## src/rtl/key_note_decoder.sv

```systemverilog
// Key-code receiver: stability filter, single-note tracker with on/off/bad strobes, square-wave tone.
// Strobes and note outputs update STABLE_CYCLES-1 edges after a new level is first sampled; no backpressure.
module key_note_decoder #(
  parameter int unsigned STABLE_CYCLES = 4
) (
  input  logic        clock,
  input  logic        k_tr,
  input  logic [7:0]  key_code,
  output logic        note_valid,
  output logic [3:0]  note_idx,
  output logic        note_on,
  output logic        note_off,
  output logic        bad_code,
  output logic [15:0] half_period,
  output logic        tone
);

  localparam logic [7:0] REL_CODE = 8'hF0;

  typedef enum logic {IDLE, HELD} state_t;

  state_t      state_q, state_d;
  logic [7:0]  cand_q, cand_d;
  logic [7:0]  cnt_q, cnt_d;
  logic [7:0]  acc_q, acc_d;
  logic [3:0]  note_idx_q, note_idx_d;
  logic [15:0] hp_q, hp_d;
  logic [15:0] pcnt_q, pcnt_d;
  logic        tone_q, tone_d;
  logic        note_on_q, note_on_d;
  logic        note_off_q, note_off_d;
  logic        bad_q, bad_d;

  logic        map_hit;
  logic [3:0]  map_idx;
  logic [15:0] map_hp;
  logic [8:0]  run_len;
  logic        accept;

  always_comb begin
    map_hit = 1'b1;
    map_idx = 4'd0;
    map_hp  = 16'd0;
    case (key_code)
      8'h2B: begin map_idx = 4'd1; map_hp = 16'd47778; end
      8'h34: begin map_idx = 4'd2; map_hp = 16'd42566; end
      8'h33: begin map_idx = 4'd3; map_hp = 16'd37922; end
      8'h3B: begin map_idx = 4'd4; map_hp = 16'd35793; end
      8'h42: begin map_idx = 4'd5; map_hp = 16'd31888; end
      8'h4B: begin map_idx = 4'd6; map_hp = 16'd28409; end
      8'h4C: begin map_idx = 4'd7; map_hp = 16'd25310; end
      8'h52: begin map_idx = 4'd8; map_hp = 16'd23889; end
      default: map_hit = 1'b0;
    endcase
  end

  // run_len counts matching samples including the one on this edge; cnt_q holds run length minus one.
  always_comb begin
    run_len = (key_code == cand_q) ? ({1'b0, cnt_q} + 9'd2) : 9'd1;
    accept  = (run_len >= 9'(STABLE_CYCLES)) && (key_code != acc_q);
  end

  always_comb begin
    state_d    = state_q;
    cand_d     = cand_q;
    cnt_d      = cnt_q;
    acc_d      = acc_q;
    note_idx_d = note_idx_q;
    hp_d       = hp_q;
    pcnt_d     = pcnt_q;
    tone_d     = tone_q;
    note_on_d  = 1'b0;
    note_off_d = 1'b0;
    bad_d      = 1'b0;

    if (key_code != cand_q) begin
      cand_d = key_code;
      cnt_d  = 8'd0;
    end else if (cnt_q != 8'(STABLE_CYCLES - 1)) begin
      cnt_d = cnt_q + 8'd1;
    end

    if (accept) begin
      acc_d = key_code;
      if (key_code == REL_CODE) begin
        if (state_q == HELD) begin
          state_d    = IDLE;
          note_off_d = 1'b1;
          hp_d       = 16'd0;
        end
      end else if (!map_hit) begin
        bad_d = 1'b1;
      end else if (state_q == IDLE || map_idx != note_idx_q) begin
        // A return to the already-held note (e.g. after a bad code) is not a retrigger.
        note_off_d = (state_q == HELD);
        note_on_d  = 1'b1;
        state_d    = HELD;
        note_idx_d = map_idx;
        hp_d       = map_hp;
      end
    end

    if (state_d == IDLE || note_on_d) begin
      pcnt_d = 16'd0;
      tone_d = 1'b0;
    end else if (pcnt_q == hp_q - 16'd1) begin
      pcnt_d = 16'd0;
      tone_d = ~tone_q;
    end else begin
      pcnt_d = pcnt_q + 16'd1;
    end
  end

  always_ff @(posedge clock or negedge k_tr) begin
    if (!k_tr) begin
      state_q    <= IDLE;
      cand_q     <= REL_CODE;
      cnt_q      <= 8'd0;
      acc_q      <= REL_CODE;
      note_idx_q <= 4'd0;
      hp_q       <= 16'd0;
      pcnt_q     <= 16'd0;
      tone_q     <= 1'b0;
      note_on_q  <= 1'b0;
      note_off_q <= 1'b0;
      bad_q      <= 1'b0;
    end else begin
      state_q    <= state_d;
      cand_q     <= cand_d;
      cnt_q      <= cnt_d;
      acc_q      <= acc_d;
      note_idx_q <= note_idx_d;
      hp_q       <= hp_d;
      pcnt_q     <= pcnt_d;
      tone_q     <= tone_d;
      note_on_q  <= note_on_d;
      note_off_q <= note_off_d;
      bad_q      <= bad_d;
    end
  end

  assign note_valid  = (state_q == HELD);
  assign note_idx    = note_idx_q;
  assign note_on     = note_on_q;
  assign note_off    = note_off_q;
  assign bad_code    = bad_q;
  assign half_period = hp_q;
  assign tone        = tone_q;

endmodule

```

## config.mk

```make
export PLATFORM = sky130hd
export DESIGN_NAME = key_note_decoder
export DESIGN_NICKNAME = d
export VERILOG_FILES = /design/src/rtl/key_note_decoder.sv
export SDC_FILE = /design/constraint.sdc
export NUM_CORES = 1
export LEC_CHECK = 0
export BUFFER_PORTS_ARGS = -buffer_cell sky130_fd_sc_hd__buf_2
export CAP_MARGIN = 40
export CORE_MARGIN = 2
export CORE_UTILIZATION = 45
export CTS_CLUSTER_DIAMETER = 30
export DETAILED_ROUTE_END_ITERATION = 8
export GPL_TIMING_DRIVEN = 0
export PLACE_DENSITY_LB_ADDON = 0.12
export RECOVER_POWER = 25
export SLEW_MARGIN = 20
export SYNTH_ARGS = -nofsm -noshare
export SYNTH_HDL_FRONTEND = slang
export SYNTH_SLANG_ARGS = --single-unit
```

## constraint.sdc

```tcl
create_clock -name clock -period 3.8 [get_ports clock]
set_input_delay 0.57 -clock clock [delete_from_list [all_inputs] [get_ports clock]]
set_output_delay 0.57 -clock clock [all_outputs]
set_load 0.01 [all_outputs]
```

Yosys cells after proc, flatten, opt, wreduce, memory -nomap -nowiden
Cells that the tools add are included.
Widths: inputs -> output; s select.

storage, ports and cells
  input bits = 10
  memories = 0
  register bits = 65
  bits in read-only memories = 0
  output and inout bits = 25
  bits in latches = 0
  bits in writable memories = 0
  logic and storage cells = 76

cells by class
  shifts and indexed selects = 0
  add/sub/neg operators = 4
  order comparisons = 1
  reductions and logical operators = 10
  bitwise gates (word level) = 4
  equal/unequal tests = 16
  multiply operators = 0
  divide/modulo/power cells = 0
  muxes and demuxes = 30

operator list
  operator               number
  $pmux 16 s8            1
  $mux 16                6
  $eq 8x6->1 const B     4
  $eq 8x7->1 const B     4
  $pmux 4 s8             1
  $mux 1                 19
  $add 16x1->16 const B  1
  $eq 16x16->1           1
  $mux 8                 2
  $ne 8x8->1             2
  $sub 16x1->16 const B  1
  $add 8x2->9 const B    1
  $ge 9x3->1 const B     1
  $mux 9                 1
  $add 8x1->8 const B    1
  $eq 8x8->1             1
  $eq 8x8->1 const B     1
  $ne 8x2->1 const B     1
  $reduce_and 4->1       2
  $reduce_bool 2->1      4
  $reduce_or 8->1        1
  $ne 4x4->1             1
  $not 1->1              4
  $logic_or 1x1->1       2
  2 further kinds        2

Longest topological paths before layout
Gate-level depths: netlist (run 1).

  depth after elaboration = 11
  depth in mapped cells = 12
  mapped depth without buffers = 9

Worst setup path after synthesis (run 1)
OpenSTA, ideal clock, no wires.

  path type = register -> register
  from = register hp_q[0], in the netlist half_period[0]
  to = register pcnt_q[9]
  path slack = 1.056 ns
  setup time = 0.119 ns
  arrival time = 2.625 ns
  stages on the path, launching flop included = 13
  data required time = 3.681 ns
  cells stage by stage = dfrtp_1 -> clkbuf_1 -> inv_1 -> ha_1 -> clkbuf_1 -> nor2b_1 -> or3_1 -> a31oi_1 -> and4_2 -> nand4b_4 -> o311ai_4 -> buf_6 -> nor2_2

on the way
  cells in the longest elaborated chain, start to end = 4

RTL lines
  element                   RTL line  source
  start: declaration        27        logic [15:0] hp_q, hp_d;
  start signal: assignment  133       hp_q <= hp_d;
  $sub 16x1->16             106       end else if (pcnt_q == hp_q - 16'd1) begin
  $eq 16x16->1              106
  $mux 16                   106
  $mux 16                   103       if (state_d == IDLE || note_on_d) begin
  named net pcnt_d[9]       28        logic [15:0] pcnt_q, pcnt_d;
  end signal: assignment    134       pcnt_q <= pcnt_d;
  end: declaration          28

The timed path passes the listed nets, and every way through them passes these cells.
A chain may end at the register's enable or synchronous reset.

Worst setup path after layout (run 1)
  from = register hp_q[0], in the netlist half_period[0]
  to = register pcnt_q[8]

Same word-level chain as after synthesis.

==> metrics, run 1 <==
status=completed; die area=9700 um2; root buf cell=clkbuf_8; GR Util met2=32.97%; Worst Path Class, Setup=register to register; Vias=about 3200; wirelength, routed=a little over 9000 um; I/O pins=35; FF+latch area=1637 um2; DR pass1 iterations=4; Slew @ Worst Pin=about 1.3 ns; Fin Hold WS=~0.5 ns; Max-slew headroom=a little under an eighth; Via-to-Cell Ratio=~5.5; Clk Latency, worst-skew pair=0.35 ns; clk sinks=65; Remaining DRCs=0; core area=8678 um2; CTS tree=done; crit path buf inv count=4; Fin Setup TNS=0 ns; Hold-fix buffers, CTS=0; Core Rows=34; Final setup viols=0; RePlAce Congestion=just under 0.9; Final Slew Violations=0; crit path max fanout=10; gr ovfl total=0; Hold Crit Class=input port to async pin; PD cells=316.5 nW/um2; minimum clock period=between 3 and 4 ns; most used cell, CP=clkbuf_1; commonest register cell after synthesis=dfrtp_1; final hold vios=0; post-synth top area share=a little over a third; fin nets=slightly below 500; post-CTS resize count=0; M1 GR Usage=between 20% and 30%; Synth Cell Area=4018 um2; Final HPWL DP=about 6800 um; critical-path cell list=clkbuf_1 > inv_1 > ha_1 > clkbuf_1 > nor2b_1 > or3_1 > a31oi_1 > and4_2 > nand4b_4 > o311ai_4 > buf_6 > nor2_2; Max clock buf depth=2; CTS Buf Count=9; Crit. End Element=register; Diodes inserted=0; Die Y=between 90 and 100 um; vias in the first global route=~3200; Mean Syn Cell Area=9.453 um2; filler cell count=828; gr usage total=between 20% and 30%; met3 Resource Use GR=under 10%; initial core utilization=46.29%; Post-CTS Setup Inserts=0; wire per inst=~16 um; Worst Path Arrival=3.38 ns; 1st-iter DRT viols=just under 200; DRT antenna net count=0; Fmax achieved=around 0.32 GHz; final worst-path cycle share=between 80 and 90%; CTS clk-pin slew, worst paths=~0.08 ns; Critical Path RT=~4.0 ns; synth top area cells=dfrtp_1 36%, xor2_1 6.1%, dfstp_2 5.2%; YS warnings=0; asr flop ratio synth=100.0%; Syn Inst Count=about 430; initial antenna violation count=0; largest net degree at the start of global routing=44; H-tree depth=3; multi-input logic area=approximately 2200 um2; Synthesized Nets=between 400 and 500; LEAKAGE=just under 2 nW; Peak supply drop=between 0.00015 and 0.0002 V; layout cell share with drive strength beyond 1=21.85%; number of enable flip-flop cells after synthesis=0; RSZ-0062 raised after global routing=no; Clock Skew=approximately 0.012 ns; layer carrying the most global-route usage=met2; first-pass GRT wire length=15880 um; Yosys reg bits=65; crit-path leading delay family=simple AND/OR/NAND/NOR gates; Yosys top cell by area=dfrtp_1; critical path launch point type=register; slowest CP cell=o311ai_4; crit-path max cell delay=0.43 ns; register area share after synthesis=between 40% and 50%; die width=roughly 98 um; # Max-Cap Violations=0; I/O Buffers=34; Area Growth Syn to Fin=13.80%; Distinct cells, synth=74
[stage by stage]
| stage | std cells | setup slack (ns) | area, um2 | total power [mW] | utilization [%] |
|---|---|---|---|---|---|
| 6_report | 584 | 0.6544 | 4572 | 1.447 | 52.68 |
| 4_1_cts | 584 | 0.6177 | 4576 | 1.460 | 52.72 |
| 3_5_place_dp | 568 | 0.4604 | 4353 | 0.7859 | 50.16 |
| 2_1_floorplan | 425 | 1.056 | 4018 | 0.7509 | - |
| 5_1_grt | 584 | 0.3620 | 4572 | 1.507 | 52.68 |
| 3_3_place_gp | 567 | 0.5158 | 4323 | 0.7809 | 49.81 |
[where the power goes]
part | switching [mW] | internal [mW]
clock | 0.268 | 0.407
sequential | 0.00196 | 0.698
combinational | 0.0462 | 0.0254
[final cells by class]
class	instances	area share, %
Sequential cell	65	35.80
Clock inverter	2	1.314
Multi-Input combinational cell	320	48.25
Inverter	11	0.9031
Buffer	29	2.928
Clock buffer	14	3.558
Timing Repair Buffer	35	4.297
Tap cell	108	2.956
[Yosys cell counts (5+ instances only)]
cell type,number
inv_1,10
nand2_1,34
mux2_2,8
nor2_2,10
nand3_1,31
and3_1,8
buf_2,5
dfstp_2,8
nor3b_1,5
nor3_1,8
xor2_1,28
nor2_1,36
xnor2_1,24
clkbuf_1,21
a21oi_1,17
nand4_1,6
o21ai_1,12
dfrtp_1,57
[routing by layer]
| metal | share of wire (%) | wire length, um | vias up |
|---|---|---|---|
| met5 | 0 | 0 | - |
| met4 | 1.7 | 159 | 0 |
| met3 | 4.1 | 381 | 14 |
| met2 | 47 | 4326 | 69 |
| met1 | 47 | 4334 | 1568 |
| li1 | - | - | 1588 |
[flip-flops by register name, summed over array words and instances, names as in the netlist]
| name | flops |
|---|---|
| half_period | 16 |
| pcnt_q | 16 |
| acc_q | 8 |
| cand_q | 8 |
| cnt_q | 8 |
| note_idx | 4 |
| bad_code | 1 |
| note_off | 1 |
| note_on | 1 |
| note_valid | 1 |
| tone | 1 |
[worst reg2reg max path: cells and delay by family, from the launching register on]
family | cells | cell delay (ns)
and+or+nand+nor | 5 | 0.97
buffers and inverters | 4 | 0.86
AOI/OAI and AO/OA | 2 | 0.66
DFF | 1 | 0.34
adders and majority gates | 1 | 0.21
[layout by cell type, fill, tap and decap left out, types with 10 or more instances in the layout]
| cell type | instances |
|---|---|
| buf_2 | 38 |
| xnor2_1 | 24 |
| nand3_1 | 31 |
| clkbuf_1 | 25 |
| inv_1 | 10 |
| nand2_1 | 34 |
| a21oi_1 | 17 |
| nor2_1 | 36 |
| xor2_1 | 28 |
| clkbuf_8 | 11 |
| dfrtp_1 | 57 |
| o21ai_1 | 12 |
| nor2_2 | 10 |
[worst paths after layout]
check | start | end | slack [ns] | cells after the start
hold / removal | k_tr | note_on | 0.50 | 1
setup reg to reg | half_period[0] | pcnt_q[8] | 0.65 | 12
setup / recovery | half_period[0] | pcnt_q[8] | 0.65 | 12
hold reg to reg | note_idx[1] | note_idx[1] | 0.52 | 2
min in group clock | note_idx[1] | note_idx[1] | 0.52 | 2
max in group asynchronous | k_tr | acc_q[4] | 2.41 | 2
[cells by family (layout without fill, tap and decap cells)]
family / Yosys count / in the layout / synth area share [%]
DFF: 65 / 65 / 40.73
adders and majority gates: 4 / 4 / 1.246
buffers and inverters: 40 / 91 / 4.360
muxes: 14 / 14 / 4.111
AOI/OAI and AO/OA: 61 / 61 / 10.59
and+or+nand+nor: 188 / 188 / 26.94
xor gates and xnor gates: 53 / 53 / 12.02
No activity file was read; power rests on OpenSTA's default activity.
==> inputs of run 2 (changes only) <==
Clock period 3.8 ns to 2.9 ns, I/O delays scaled along.
==> run 2 against run 1 <==
  * Die area stayed put
  * Non-clock buffer count up 3
  * Hold slack got worse by 0.0053 ns
  * Clock power increased by 31%
  * Maximum frequency up 15%
  * Highest routed layer unchanged
  * Combinational power is 32% higher
  * Global-route usage about the same
  * Largest cell class unchanged
  * Critical path depth decreased by 4
==> metrics, run 2 (synthesis results as in run 1) <==
status=completed; max layer used=met4; Final setup viols=0 (unchanged); RePlAce Congestion=0.8891 (unchanged); Hold Path Stages=3; Comb pwr share=5.0% (about the same); Max clock buf depth=2 (unchanged); critical path launch point type=register; multi-input logic area=2217 um2 (+0.51%); Remaining DRCs=0 (unchanged); Psw=0.4157 mW (+31%); vias in the first global route=3229 (+0.37%); Area Growth Syn to Fin=14.86%; Critical Path RT=3.13 ns (-0.90 ns); largest net degree at the start of global routing=44 (unchanged); crit path max fanout=10 (unchanged); CTS tree=done; clock network power share=46.7% (about the same); final core utilization=53.17% (+0.49 points); Slew @ Worst Pin=1.341 ns (+0.01490 ns); Via-to-Cell Ratio=5.564 (+0.32%); Hold Crit Class=input port to register; I/O pins=35 (unchanged); minimum clock period=2.736 ns (-0.4100 ns); filler cell count=832 (+0.48%); Peak supply drop=0.0002534 V (+30%); Vias=3266 (+0.83%); initial core utilization=46.29% (unchanged); Fmax achieved=0.3655 GHz (+15%); Final HPWL DP=6786 um (unchanged); 1st-iter DRT viols=172 (-12%); I/O Buffers=34 (unchanged); sw frac=21.91% (+0.029 points); wire per inst=15.78 um (+0.16%); Placed Cells=568 (unchanged); DR pass1 iterations=6 (+2); gr usage total=20.57% (+0.045 points); RSZ-0062 raised after global routing=no; fin nets=488 (+0.62%); Final Slew Violations=0 (unchanged); layout cell share with drive strength beyond 1=22.76% (+0.91 points); pre-CTS setup slack=-0.3046 ns (-0.7650 ns); Worst Path Arrival=2.97 ns (-0.41 ns); gr ovfl total=0 (unchanged); CTS Buf Count=9 (unchanged); H-tree depth=3 (unchanged); final worst slack=0.1644 ns (-0.4900 ns); Clock Skew=0.01177 ns (-0.0006621 ns); Clk Latency, worst-skew pair=0.35 ns (about the same); Flop pwr share=48.4% (about the same); Worst Path Class, Setup=register to register; Power Total=1.897 mW (+31%); Core Rows=34 (unchanged); Die Y=98.49 um (unchanged); commonest non-fill, non-tap cell in the layout=dfrtp_1; Max-slew headroom=10.58% (-0.99 points); PD cells=411.1 nW/um2 (+30%); internal power=1.481 mW (+31%); fin area=4614 um2 (+0.93%); core area=8678 um2 (unchanged); # Max-Cap Violations=0 (unchanged); DP Area=4353 um2 (unchanged); first-pass GRT wire length=15930 um (+0.31%); most frequent cells in the layout=55 x dfrtp_1, 36 x nor2_1, 34 x nand2_1; FF+latch area=1639 um2 (+0.15%); metal2 WL=4359 um (+0.76%); LEAKAGE=1.990 nW (+0.63%); initial antenna violation count=0 (unchanged); Diodes inserted=0 (unchanged); R2R depth=8 (-4); Crit. End Element=register; clk sinks=65 (unchanged); wirelength, routed=9263 um (+0.67%); root buf cell=clkbuf_8; post-route insts no fill=587 (+0.51%); met3 WL=355 um (-6.8%); final worst-path cycle share=94.33% (+12 points); CTS clk-pin slew, worst paths=0.07 ns (about the same); die width=98.49 um (unchanged); DRT antenna net count=0 (unchanged); final hold vios=0 (unchanged); die area=9700 um2 (unchanged); M1 WL=4427 um (+2.1%)
-- run 2: changes by cell type in the layout (fill, tap and decap cells not counted), moves of 2 or more --
cell | before | now
dfrtp_2 | 0 | 2
dfrtp_1 | 57 | 55
clkbuf_2 | 0 | 2
buf_2 | 38 | 33
buf_4 | 0 | 4
-- run 2: per-layer routing --
layer | vias to the layer above | track usage (%)
met3 | 14 | 3.262
met5 | - | 0
met1 | 1586 | 28.09
met2 | 71 | 32.97
li1 | 1595 | -
met4 | 0 | 8.219
-- run 2: worst max-delay path, cell delays in order (launching register included) --
cell	delay, ns
dfrtp_1	0.48
or4_4	0.58
or3_1	0.34
or3_4	0.38
nand3_2	0.10
nand4b_4	0.10
o311ai_4	0.36
buf_6	0.22
nor2_2	0.05
-- run 2: repair_timing --
action | CTS | global route
hold buffers | 1 | 0
setup endpoints to repair | 16 | 43
pin swaps | 1 | 1
setup buffers | 2 | 2
endpoints found under the hold margin | 16 | 0
gates resized for setup | 1 | 7
-- run 2: cell type report --
type / instances / share of cell area [%]
Sequential cell: 65 / 35.52
Clock buffer: 14 / 3.525
Buffer: 27 / 2.711
Clock inverter: 2 / 1.302
Inverter: 11 / 0.8948
Timing Repair Buffer: 40 / 5.070
Multi-Input combinational cell: 320 / 48.05
Tap cell: 108 / 2.928
-- run 2: worst paths after layout --
check,from,end,slack (ns)
hold reg to reg,note_idx[1],note_idx[1],0.52
setup / recovery,half_period[9],pcnt_q[8],0.16
setup reg to reg,half_period[9],pcnt_q[8],0.16
min in group asynchronous,k_tr,note_on,0.91
max in group asynchronous,k_tr,acc_q[4],1.09
hold / removal,key_code[5],cand_q[5],0.49
-- run 2: power groups by stage --
stage          Sequential [mW]  Combinational, mW  Clock [mW]
2_1_floorplan            0.934             0.0497           0
3_3_place_gp             0.934             0.0890           0
3_5_place_dp             0.934             0.0954           0
4_1_cts                  0.917             0.0968       0.901
5_1_grt                  0.917              0.108       0.949
6_report                 0.917             0.0948       0.885
-- run 2: metrics by stage --
step | hold slack, ns | setup TNS (ns)
4_1_cts | 0.4752 | 0
3_5_place_dp | 0.3575 | -7.990
6_report | 0.4905 | 0
5_1_grt | 0.4973 | 0
3_3_place_gp | 0.5059 | -7.322
2_1_floorplan | 0.1394 | 0
